**src/rtl/mem_stage_pkg.sv**
```systemverilog
// mem_stage_pkg: shared field positions, encodings and FSM states for the
// MEM pipeline stage (mem_stage, mem_bus_ctrl).
package mem_stage_pkg;

    localparam int EXMEM_W = 106;
    localparam int MEMWB_W = 38;

    // EX_MEM field positions
    localparam int EX_SD_LSB    = 0;    // [31:0]   store data
    localparam int EX_ALU_LSB   = 32;   // [63:32]  ALU result / address
    localparam int EX_WREG_LSB  = 64;   // [68:64]  write register
    localparam int EX_MEMREAD   = 69;
    localparam int EX_MEMWRITE  = 70;
    localparam int EX_REGWRITE  = 71;
    localparam int EX_MTR_LSB   = 72;   // [73:72]  MemtoReg
    localparam int EX_PC4_LSB   = 74;   // [105:74] PC_plus4

    // MEM_WB field positions
    localparam int WB_DATA_LSB  = 0;    // [31:0]   RegWriteData
    localparam int WB_WREG_LSB  = 32;   // [36:32]  WriteRegister
    localparam int WB_REGWRITE  = 37;

    // MemtoReg encodings; 2'b11 falls back to the ALU result
    localparam logic [1:0] MTR_ALU = 2'b00;
    localparam logic [1:0] MTR_MEM = 2'b01;
    localparam logic [1:0] MTR_PC4 = 2'b10;

    typedef enum logic [1:0] {
        ST_IDLE = 2'd0,
        ST_WAIT = 2'd1,
        ST_ERR  = 2'd2
    } busState_t;

    // Assemble a MEM_WB word from its fields.
    function automatic logic [MEMWB_W-1:0] packMemWb(input logic regWrite,
                                                     input logic [4:0] writeReg,
                                                     input logic [31:0] data);
        logic [MEMWB_W-1:0] w;
        w = '0;
        w[WB_DATA_LSB +: 32] = data;
        w[WB_WREG_LSB +: 5]  = writeReg;
        w[WB_REGWRITE]       = regWrite;
        return w;
    endfunction

endpackage

```
**src/rtl/mem_stage_if.sv**
```systemverilog
// mem_stage_if: data-memory bus between the MEM stage (master) and memory (slave).
//
// Handshake: the master holds dbus_req high together with stable dbus_we,
// dbus_addr and dbus_wdata until the slave returns dbus_ack for one cycle.
// The transfer completes in the cycle where dbus_req && dbus_ack; dbus_rdata
// is only meaningful in that cycle. dbus_ack while dbus_req is low is ignored.
interface mem_stage_if;
    logic        dbus_req;
    logic        dbus_we;
    logic [31:0] dbus_addr;
    logic [31:0] dbus_wdata;
    logic        dbus_ack;
    logic [31:0] dbus_rdata;

    modport master (
        output dbus_req, dbus_we, dbus_addr, dbus_wdata,
        input  dbus_ack, dbus_rdata
    );

    modport slave (
        input  dbus_req, dbus_we, dbus_addr, dbus_wdata,
        output dbus_ack, dbus_rdata
    );
endinterface

```
**src/rtl/mem_bus_ctrl.sv**
```systemverilog
// mem_bus_ctrl: bus access FSM (IDLE/WAIT/ERR), wait-state counter with
// timeout, request and stall generation, sticky bus-error flag.
module mem_bus_ctrl
    import mem_stage_pkg::*;
#(
    parameter int DBUS_TIMEOUT = 255
) (
    input  logic      clk,
    input  logic      rst,
    input  logic      access,     // an access is to be issued this cycle
    input  logic      ack,
    output logic      busReq,
    output logic      memStall,
    output logic      capture,    // MEM_WB takes the stage result (else bubble)
    output logic      busErr,
    output busState_t dbgState
);

    localparam logic [9:0] TIMEOUT_C = 10'(DBUS_TIMEOUT);

    busState_t  state, stateNext;
    logic [9:0] waitCnt, waitCntNext;
    logic       busErrNext;
    logic       hit;

    assign hit      = access & ack;
    assign dbgState = state;

    // State, counter and sticky error registers.
    always_ff @(posedge clk) begin
        if (rst) begin
            state   <= ST_IDLE;
            waitCnt <= '0;
            busErr  <= 1'b0;
        end else begin
            state   <= stateNext;
            waitCnt <= waitCntNext;
            busErr  <= busErrNext;
        end
    end

    // Next state, counter update and bus/stall outputs.
    always_comb begin
        stateNext   = state;
        waitCntNext = waitCnt;
        busErrNext  = busErr;
        busReq      = 1'b0;
        memStall    = 1'b0;
        capture     = 1'b0;
        case (state)
            ST_IDLE: begin
                busReq   = access;
                memStall = access & ~ack;
                capture  = ~access | ack;
                if (access && !ack) begin
                    stateNext   = ST_WAIT;
                    waitCntNext = 10'd1;
                end
            end
            ST_WAIT: begin
                busReq   = access;
                memStall = access & ~ack;
                if (hit) begin
                    capture     = 1'b1;
                    stateNext   = ST_IDLE;
                    waitCntNext = '0;
                end else if (waitCnt == TIMEOUT_C) begin
                    stateNext   = ST_ERR;
                    busErrNext  = 1'b1;
                    waitCntNext = '0;
                end else begin
                    waitCntNext = waitCnt + 10'd1;
                end
            end
            ST_ERR: begin
                // Abandoned access: let the instruction leave as a bubble.
                stateNext   = ST_IDLE;
                waitCntNext = '0;
            end
            default: begin
                stateNext   = ST_IDLE;
                waitCntNext = '0;
            end
        endcase
        // Reset aborts any outstanding access in the same cycle.
        if (rst) begin
            busReq   = 1'b0;
            memStall = 1'b0;
            capture  = 1'b0;
        end
    end

endmodule

```
**src/rtl/mem_stage.sv**
```systemverilog
// mem_stage: MEM pipeline stage. Issues the data-memory access described by
// EX_MEM, stalls upstream while it is outstanding, selects the register
// write-back value, drives MEM-side forwarding and registers MEM_WB.
// Optional build macro MEM_ALIGN_CHECK_EN: misaligned accesses are dropped
// as bubbles and flagged on MEM_AlignErr.
module mem_stage
    import mem_stage_pkg::*;
#(
    parameter int DBUS_TIMEOUT = 255
) (
    input  logic                 clk,
    input  logic                 rst,
    input  logic [EXMEM_W-1:0]   EX_MEM,
    mem_stage_if.master          dbus,
    output logic                 MEM_Stall,
    output logic                 MEM_RegWrite,
    output logic [4:0]           MEM_WriteRegister,
    output logic [31:0]          MEM_RegWriteData,
    output logic                 MEM_BusErr,
    output logic [MEMWB_W-1:0]   MEM_WB,
`ifdef MEM_ALIGN_CHECK_EN
    output logic                 MEM_AlignErr,
`endif
    output logic [1:0]           MEM_State      // bus FSM state, for debug
);

    logic [31:0] storeData, aluResult, pcPlus4;
    logic [4:0]  writeReg;
    logic [1:0]  memToReg;
    logic        memRead, memWrite, regWrite;
    logic        access, misaligned, issue, ackEff, capture;
    logic [31:0] regWriteData;
    busState_t   busState;

    assign storeData = EX_MEM[EX_SD_LSB +: 32];
    assign aluResult = EX_MEM[EX_ALU_LSB +: 32];
    assign writeReg  = EX_MEM[EX_WREG_LSB +: 5];
    assign memRead   = EX_MEM[EX_MEMREAD];
    assign memWrite  = EX_MEM[EX_MEMWRITE];
    assign regWrite  = EX_MEM[EX_REGWRITE];
    assign memToReg  = EX_MEM[EX_MTR_LSB +: 2];
    assign pcPlus4   = EX_MEM[EX_PC4_LSB +: 32];

    // Read and write together count as a write through dbus_we.
    assign access = memRead | memWrite;

`ifdef MEM_ALIGN_CHECK_EN
    assign misaligned   = access & (aluResult[1:0] != 2'b00);
    assign MEM_AlignErr = misaligned & ~rst;
`else
    assign misaligned   = 1'b0;
`endif
    assign issue = access & ~misaligned;

    // Address and data come straight from EX_MEM, which upstream holds while stalled.
    assign dbus.dbus_we    = memWrite;
    assign dbus.dbus_addr  = aluResult;
    assign dbus.dbus_wdata = storeData;

    mem_bus_ctrl #(
        .DBUS_TIMEOUT(DBUS_TIMEOUT)
    ) u_bus_ctrl (
        .clk      (clk),
        .rst      (rst),
        .access   (issue),
        .ack      (dbus.dbus_ack),
        .busReq   (dbus.dbus_req),
        .memStall (MEM_Stall),
        .capture  (capture),
        .busErr   (MEM_BusErr),
        .dbgState (busState)
    );

    assign MEM_State = busState;
    assign ackEff    = dbus.dbus_ack & dbus.dbus_req;

    // Write-back value select.
    always_comb begin
        regWriteData = aluResult;
        case (memToReg)
            MTR_ALU: regWriteData = aluResult;
            MTR_MEM: regWriteData = dbus.dbus_rdata;
            MTR_PC4: regWriteData = pcPlus4;
            default: regWriteData = aluResult;
        endcase
    end

    // A load is only forwarded once its data is on the bus.
    assign MEM_RegWrite      = regWrite & ~(memRead & ~ackEff);
    assign MEM_WriteRegister = writeReg;
    assign MEM_RegWriteData  = regWriteData;

    // MEM_WB register: result on completion, bubble otherwise.
    always_ff @(posedge clk) begin
        if (rst) begin
            MEM_WB <= '0;
        end else if (capture && !misaligned) begin
            MEM_WB <= packMemWb(regWrite, writeReg, regWriteData);
        end else begin
            MEM_WB <= '0;
        end
    end

endmodule

```
**src/flat_wrapper.sv**
```systemverilog
// flat-port wrapper written by rule: the top's interface ports become plain ports
module mem_stage_flat import mem_stage_pkg::*;
#(
    parameter int DBUS_TIMEOUT = 255
)
  (clk, rst, EX_MEM, MEM_Stall, MEM_RegWrite, MEM_WriteRegister, MEM_RegWriteData, MEM_BusErr, MEM_WB, MEM_State, dbus_dbus_req, dbus_dbus_we, dbus_dbus_addr, dbus_dbus_wdata, dbus_dbus_ack, dbus_dbus_rdata);
  mem_stage_if dbus_i ();
  input  logic clk;
  input  logic rst;
  input  logic [EXMEM_W-1:0] EX_MEM;
  output logic MEM_Stall;
  output logic MEM_RegWrite;
  output logic [4:0] MEM_WriteRegister;
  output logic [31:0] MEM_RegWriteData;
  output logic MEM_BusErr;
  output logic [MEMWB_W-1:0] MEM_WB;
  output logic [1:0] MEM_State;
  output wire logic [$bits(dbus_i.dbus_req)-1:0] dbus_dbus_req;
  output wire logic [$bits(dbus_i.dbus_we)-1:0] dbus_dbus_we;
  output wire logic [$bits(dbus_i.dbus_addr)-1:0] dbus_dbus_addr;
  output wire logic [$bits(dbus_i.dbus_wdata)-1:0] dbus_dbus_wdata;
  input wire logic [$bits(dbus_i.dbus_ack)-1:0] dbus_dbus_ack;
  input wire logic [$bits(dbus_i.dbus_rdata)-1:0] dbus_dbus_rdata;
  assign dbus_dbus_req = dbus_i.dbus_req;
  assign dbus_dbus_we = dbus_i.dbus_we;
  assign dbus_dbus_addr = dbus_i.dbus_addr;
  assign dbus_dbus_wdata = dbus_i.dbus_wdata;
  assign dbus_i.dbus_ack = dbus_dbus_ack;
  assign dbus_i.dbus_rdata = dbus_dbus_rdata;
  mem_stage #(.DBUS_TIMEOUT(DBUS_TIMEOUT)) u_core (.clk(clk), .rst(rst), .EX_MEM(EX_MEM), .dbus(dbus_i), .MEM_Stall(MEM_Stall), .MEM_RegWrite(MEM_RegWrite), .MEM_WriteRegister(MEM_WriteRegister), .MEM_RegWriteData(MEM_RegWriteData), .MEM_BusErr(MEM_BusErr), .MEM_WB(MEM_WB), .MEM_State(MEM_State));
endmodule
```
**config.mk**
```make
export PLATFORM = sky130hd
export DESIGN_NAME = mem_stage_flat
export DESIGN_NICKNAME = d
export VERILOG_FILES = /design/src/rtl/mem_stage_pkg.sv /design/src/rtl/mem_stage_if.sv /design/src/rtl/mem_bus_ctrl.sv /design/src/rtl/mem_stage.sv /design/src/flat_wrapper.sv
export SDC_FILE = /design/constraint.sdc
export NUM_CORES = 1
export LEC_CHECK = 0
export CAP_MARGIN = 25
export CORE_AREA = 2 2 112 114
export CTS_CLUSTER_DIAMETER = 100
export DETAILED_ROUTE_END_ITERATION = 10
export DIE_AREA = 0 0 114 116
export PLACE_DENSITY_LB_ADDON = 0.2
export SKIP_CTS_REPAIR_TIMING = 1
export SLEW_MARGIN = 20
export SYNTH_ARGS = -nofsm -noshare
export SYNTH_HDL_FRONTEND = slang
export SYNTH_SLANG_ARGS = --single-unit
```
**constraint.sdc**
```tcl
create_clock -name clk -period 1.5 [get_ports clk]
set_input_delay 0.225 -clock clk [delete_from_list [all_inputs] [get_ports clk]]
set_output_delay 0.225 -clock clk [all_outputs]
set_load 0.005 [all_outputs]
```
== Word-level counts from Yosys, hierarchy flattened ==
Cells that the tools add are included.
Operators by class
  bitwise gates (word level): 13
  add/sub/neg operators: 1
  equal/unequal tests: 6
  reductions and logical operators: 7
  muxes and demuxes: 16
Operators with widths (number)
  $pmux 32 s2: 1
  $mux 10: 3
  $pmux 10 s2: 1
  $add 10x1->10 const B: 1
  $eq 10x8->1 const B: 1
  $mux 1: 6
  $mux 2: 3
  $not 1->1: 6
  $and 1x1->1: 5
  $eq 2x1->1 const B: 2
  $pmux 2 s2: 1
  $reduce_or 2->1: 2
  $ne 3x3->1 const B: 1
  $reduce_and 3->1: 1
  $eq 2x2->1 const B: 1
  $logic_not 2->1: 1
  $ne 2x2->1 const B: 1
  $or 1x1->1: 2
  $pmux 1 s2: 1
  $reduce_and 2->1: 1
  $logic_and 1x1->1: 1
  $logic_not 1->1: 1
Storage, ports and cells
  register bits after elaboration: 51
  input port bits: 141

== Depth between registers and ports, before layout ==
  depth after elaboration: 9
  mapped depth: 7

== By module ==
From an unflattened synthesis, not the netlist that was laid out.
Unflattened totals
  cell total of the unflattened synthesis: 343
  area, all modules: 3209.3 µm²
Modules (own cells, without submodules)
  mem_stage: cells each 267, area an instance 2528.7 µm², times used 1
  mem_bus_ctrl: cells each 76, area an instance 680.7 µm², times used 1

== Worst setup path before layout ==
OpenSTA, ideal clock, no wires.
  path kind: register -> register
  start point: register u_core.u_bus_ctrl.waitCnt[0]
  end point: register u_core.u_bus_ctrl.waitCnt[2]
  arrival: 1.318 ns
  cell stages (with the launch flop): 6
  path buffers: 0
  setup time: 0.133 ns
  setup slack: 0.049 ns
  period minus slack after synthesis: 1.451 ns
  cells stage by stage: dfxtp_1 > ha_1 > and4bb_2 > nand3_1 > a2bb2oi_1 > nor2_1
Between the ends
  word-level cells in the longest chain between the ends: 4
Ends and longest elaborated chain
  start: declaration: RTL line mem_bus_ctrl.sv:22  | logic [9:0] waitCnt, waitCntNext;
  start signal: assignment: RTL line mem_bus_ctrl.sv:37  | waitCnt <= waitCntNext;
  $add 10x1->10 or $eq 10x8->1 (tied branches): RTL line mem_bus_ctrl.sv:72, mem_bus_ctrl.sv:67
  $mux 10 *: RTL line mem_bus_ctrl.sv:67  | end else if (waitCnt == TIMEOUT_C) begin
  $mux 10 *: RTL line mem_bus_ctrl.sv:63  | if (hit) begin
  $pmux 10 s2 *: RTL line mem_bus_ctrl.sv:50  | case (state)
Every way passes the cells marked *; elsewhere a longest branch is shown, timed or not.
A chain may end at the register's enable or synchronous reset.

== Final worst setup path ==
  start point: input port EX_MEM[72]
  end point: output port MEM_RegWriteData[6]
Between the ends
  word-level cells in the longest chain between the ends: 2
Ends and longest elaborated chain
  start: declaration: RTL line flat_wrapper.sv:10  | input logic [EXMEM_W-1:0] EX_MEM;
  $eq 2x2->1 or $eq 2x1->1 (tied branches): RTL line mem_stage.sv:80  | case (memToReg)
  $pmux 32 s2 *: RTL line mem_stage.sv:80
  end: declaration: RTL line flat_wrapper.sv:14  | output logic [31:0] MEM_RegWriteData;
Marked as above.

==> summary.md <==
| Metric | Value |
|---|---|
| Area contributors post-synth | sky130_fd_sc_hd__dfxtp_1, sky130_fd_sc_hd__buf_4, sky130_fd_sc_hd__a22oi_1 |
| Clk Latency, worst-skew pair | 290 ps |
| Critical-path cell list | buf_8 > inv_4 > ha_4 > buf_6 > buf_6 > clkbuf_16 > nand2_4 > o21ai_4 > buf_2 |
| Synthesized flop and latch total | 51 |
| Kind of start point of the critical path | input port |
| Global-route wire length before repair | 17,100 um |
| Leading cell type in the layout, fill and taps excluded | sky130_fd_sc_hd__clkdlybuf4s50_1 |
| Hold path startpoint | rst |
| Detail-routed net length per standard cell | 17.5 um |
| Vias in the first global route | 3,096 |
| Worst min-delay path class | in -> reg |
| Worst reg2reg setup slack | 70 ps |
| Tot GR Track Use | 0.169 |
| FMAX | 667 MHz |
| Slew at the pin with the worst max-slew slack | 369 ps |
| Total CTS buffers | 5 |
| Type of destination of the critical path | output pin |
| WP buf/inv | 6 |
| Number of distinct library cells after synthesis | 32 |
| Fraction of synthesized cell area taken by the top area cell type | 0.362 |
| Run status | finished clean |
| Arrival time worst endpoint | 1270 ps |
| Antenna cells | 0 |
| Area enclosed by the die boundary | 0.0132 mm2 |
| Global-route congestion overflow total | 0 |
| Core Util, Final | 0.485 |
| NumNets Final | 709 |
| Cell Rows | 40 |
| Synthesized netlist cell count | 351 |
| Startpoint of the worst-slack reg-to-reg timing path | u_core.u_bus_ctrl.waitCnt[0]$_SDFFE_PP0P_ |
| 1st-iter DRT viols | 127 |
| Total Wirelength | 12,500 um |
| Most frequent cells in the layout | sky130_fd_sc_hd__clkdlybuf4s50_1, sky130_fd_sc_hd__buf_4, sky130_fd_sc_hd__dfxtp_1, sky130_fd_sc_hd__dlymetal6s2s_1, sky130_fd_sc_hd__nand2_1 |
| Count of clock tree sinks | 51 |
| Core ar. | 0.0119 mm2 |
| Most frequent CP cell | sky130_fd_sc_hd__buf_6 |
| Number of cells on the worst reg-to-reg path | 6 |
| Max-slew violation count | 0 |
| Post-synthesis net count | 495 |
| FF-to-FF End | u_core.u_bus_ctrl.busErr$_SDFFE_PP0P_ |
| Library cell with the largest summed area after synthesis | sky130_fd_sc_hd__dfxtp_1 |
| Clock Tree Buf Depth | 2 |
| Worst clock skew | 7.11 ps |
| Ratio of final minimum period to clock period | 0.999 |
| Total of max-cap violations | 0 |
| Number of cells in the finished layout apart from fillers | 713 |
| Pre-antenna DRT Iters | 4 |
| Endpoint, Worst Hold | u_core.u_bus_ctrl.dbgState[1]$_SDFFE_PP0P_ |
| Last weighted congestion value of the routability-driven placer | 0.836 |
| Maximum fanout count along the critical path | 7 |
| Required time of the critical path | 1270 ps |
| Fraction of layout cells with a size suffix above 1 | 0.240 |
| Cell at the root of the clock tree | sky130_fd_sc_hd__clkbuf_16 |
| Pwr per Cell Area | 736 mW/mm2 |
| Max incr delay on CP | 290 ps |
| Number of buffer cells added on primary ports | 222 |
| Seq/Total Area, Yosys | 0.362 |
| # setup viols final | 0 |
| Final period demand of the worst path | 1500 ps |
| Leakage power summed over all cells | 0.00274 uW |
| Post-synthesis average cell area | 8.03 um2 |
| Maximum resistive drop on vdd | 0.360 mV |
| Number of levels the H-tree was split into | 2 |
| Largest net degree at the start of global routing | 31 |
| Clock transition at the registers of the reported paths | 70 ps |
| Layout overhead on the synthesized area | 105% |
| Initial core utilization | 0.237 |
| Die boundary height | 116 um |
| Kind of critical path | in -> out |
| Cell count after placement | 690 |
| Instance count along the most critical hold path | 3 |
| Cell area after synthesis | 0.00282 mm2 |
| Vias per Instance | 4.41 |
| Highest-delay cell along the critical path | sky130_fd_sc_hd__ha_4 |
| Fin Setup TNS | 0 ps |
| Max-Slew Margin vs Limit | 0.752 |
| Delay-heaviest family, CP | buffers and inverters |
| Setup repair after global routing missed its margin | yes |
| Yosys warning count | 0 |
| DRT antenna net count | 0 |
| Final HPWL from detailed placement | 9690 um |
| Fillers | 1,150 |
| DRC violation count after routing | 0 |
| Area of the multi-input gates | 0.00138 mm2 |
| Ports | 287 |
| Number of vias after detailed routing | 3,145 |
| Initial antenna violation count | 0 |
| Area taken by flip-flops and latches | 0.00102 mm2 |
| Number of hold violations in the final report | 0 |
| Worst Hold Margin | 347 ps |
| TritonCTS clock tree | yes |
| X dimension of the die | 114 um |
-- tightest hold or removal path, cell delays in order --
cell                             delay (ps)
sky130_fd_sc_hd__dlymetal6s2s_1         120
sky130_fd_sc_hd__buf_4                  190
sky130_fd_sc_hd__nor2_1                  60
-- worst max path at each step --
stage | depth (start not counted) | from | endpoint | slack [ps]
2_1_floorplan | 5 | u_core.u_bus_ctrl.waitCnt[0]$_SDFFE_PP0P_ | u_core.u_bus_ctrl.waitCnt[2]$_SDFFE_PP0P_ | 50
3_3_place_gp | 7 | EX_MEM[72] | MEM_RegWriteData[2] | -980
3_5_place_dp | 7 | EX_MEM[72] | MEM_RegWriteData[2] | -1000
4_1_cts | 7 | EX_MEM[72] | MEM_RegWriteData[2] | -1010
5_1_grt | 9 | EX_MEM[72] | MEM_RegWriteData[27] | -70
6_report | 9 | EX_MEM[72] | MEM_RegWriteData[6] | 0.9
-- state kept, by name (all words and copies together) (netlist names) --
| signal | count |
|---|---|
| u_core.MEM_WB | 38 |
| u_core.u_bus_ctrl.busErr | 1 |
| u_core.u_bus_ctrl.dbgState | 2 |
| u_core.u_bus_ctrl.waitCnt | 10 |
-- synth_stat cells (all sizes together) --
master and count:
nand2b 2, xnor2 5, dfxtp 51, and4 1, o31ai 1, nand3 5
nor2 16, clkbuf 15, o21ai 35, and3 1, and4bb 1, nand4 1
nand2 42, o21ba 1, nand3b 1, nor2b 32, o21bai 1, nor3 4
a22oi 32, a21boi 1, a31oi 1, a21oi 9, o21a 2, buf 73
inv 9, o311a 1, ha 3, a2bb2oi 1, or4 2, a211oi 1
a311oi 1
-- cells by family (layout without fill, tap and decap cells) --
logic type | after synthesis | after routing | synth area share
and+or+nand+nor | 108 | 108 | 0.190
buffers and inverters | 97 | 312 | 0.224
AOI/OAI and AO/OA | 87 | 87 | 0.195
DFF | 51 | 51 | 0.362
xor gates and xnor gates | 5 | 5 | 0.0155
adders and majority gates | 3 | 3 | 0.0133
-- where the power goes --
part / leakage, uW / internal [uW] / switching (uW) / total, uW
clock: 0.0000868 / 831 / 528 / 1360
combinational: 0.00223 / 914 / 549 / 1460
sequential: 0.000417 / 1410 / 20.0 / 1430
-- stage by stage --
step,area (um2),worst slack [ps],power [uW]
2_1_floorplan,2820,49.1,1930
3_3_place_gp,5130,-978,2770
3_5_place_dp,5130,-1000,2770
4_1_cts,5300,-1010,4150
5_1_grt,5780,-66.3,4450
6_report,5780,0.920,4260
-- routing by layer --
layer	vias up	global-route usage	wire, um
met2	151	0.304	6600
met1	1440	0.192	4700
li1	1546	-	-
met5	-	0	0
met3	8	0.0643	1050
met4	0	0.0350	121
-- final cells by class --
type | count | share of cell area
Inverter | 9 | 0.00628
Clock inverter | 2 | 0.00606
Timing Repair Buffer | 295 | 0.515
Sequential cell | 51 | 0.177
Clock buffer | 6 | 0.0240
Multi-Input combinational cell | 203 | 0.239
Tap cell | 147 | 0.0318
Power figures use the tool's default switching activity.
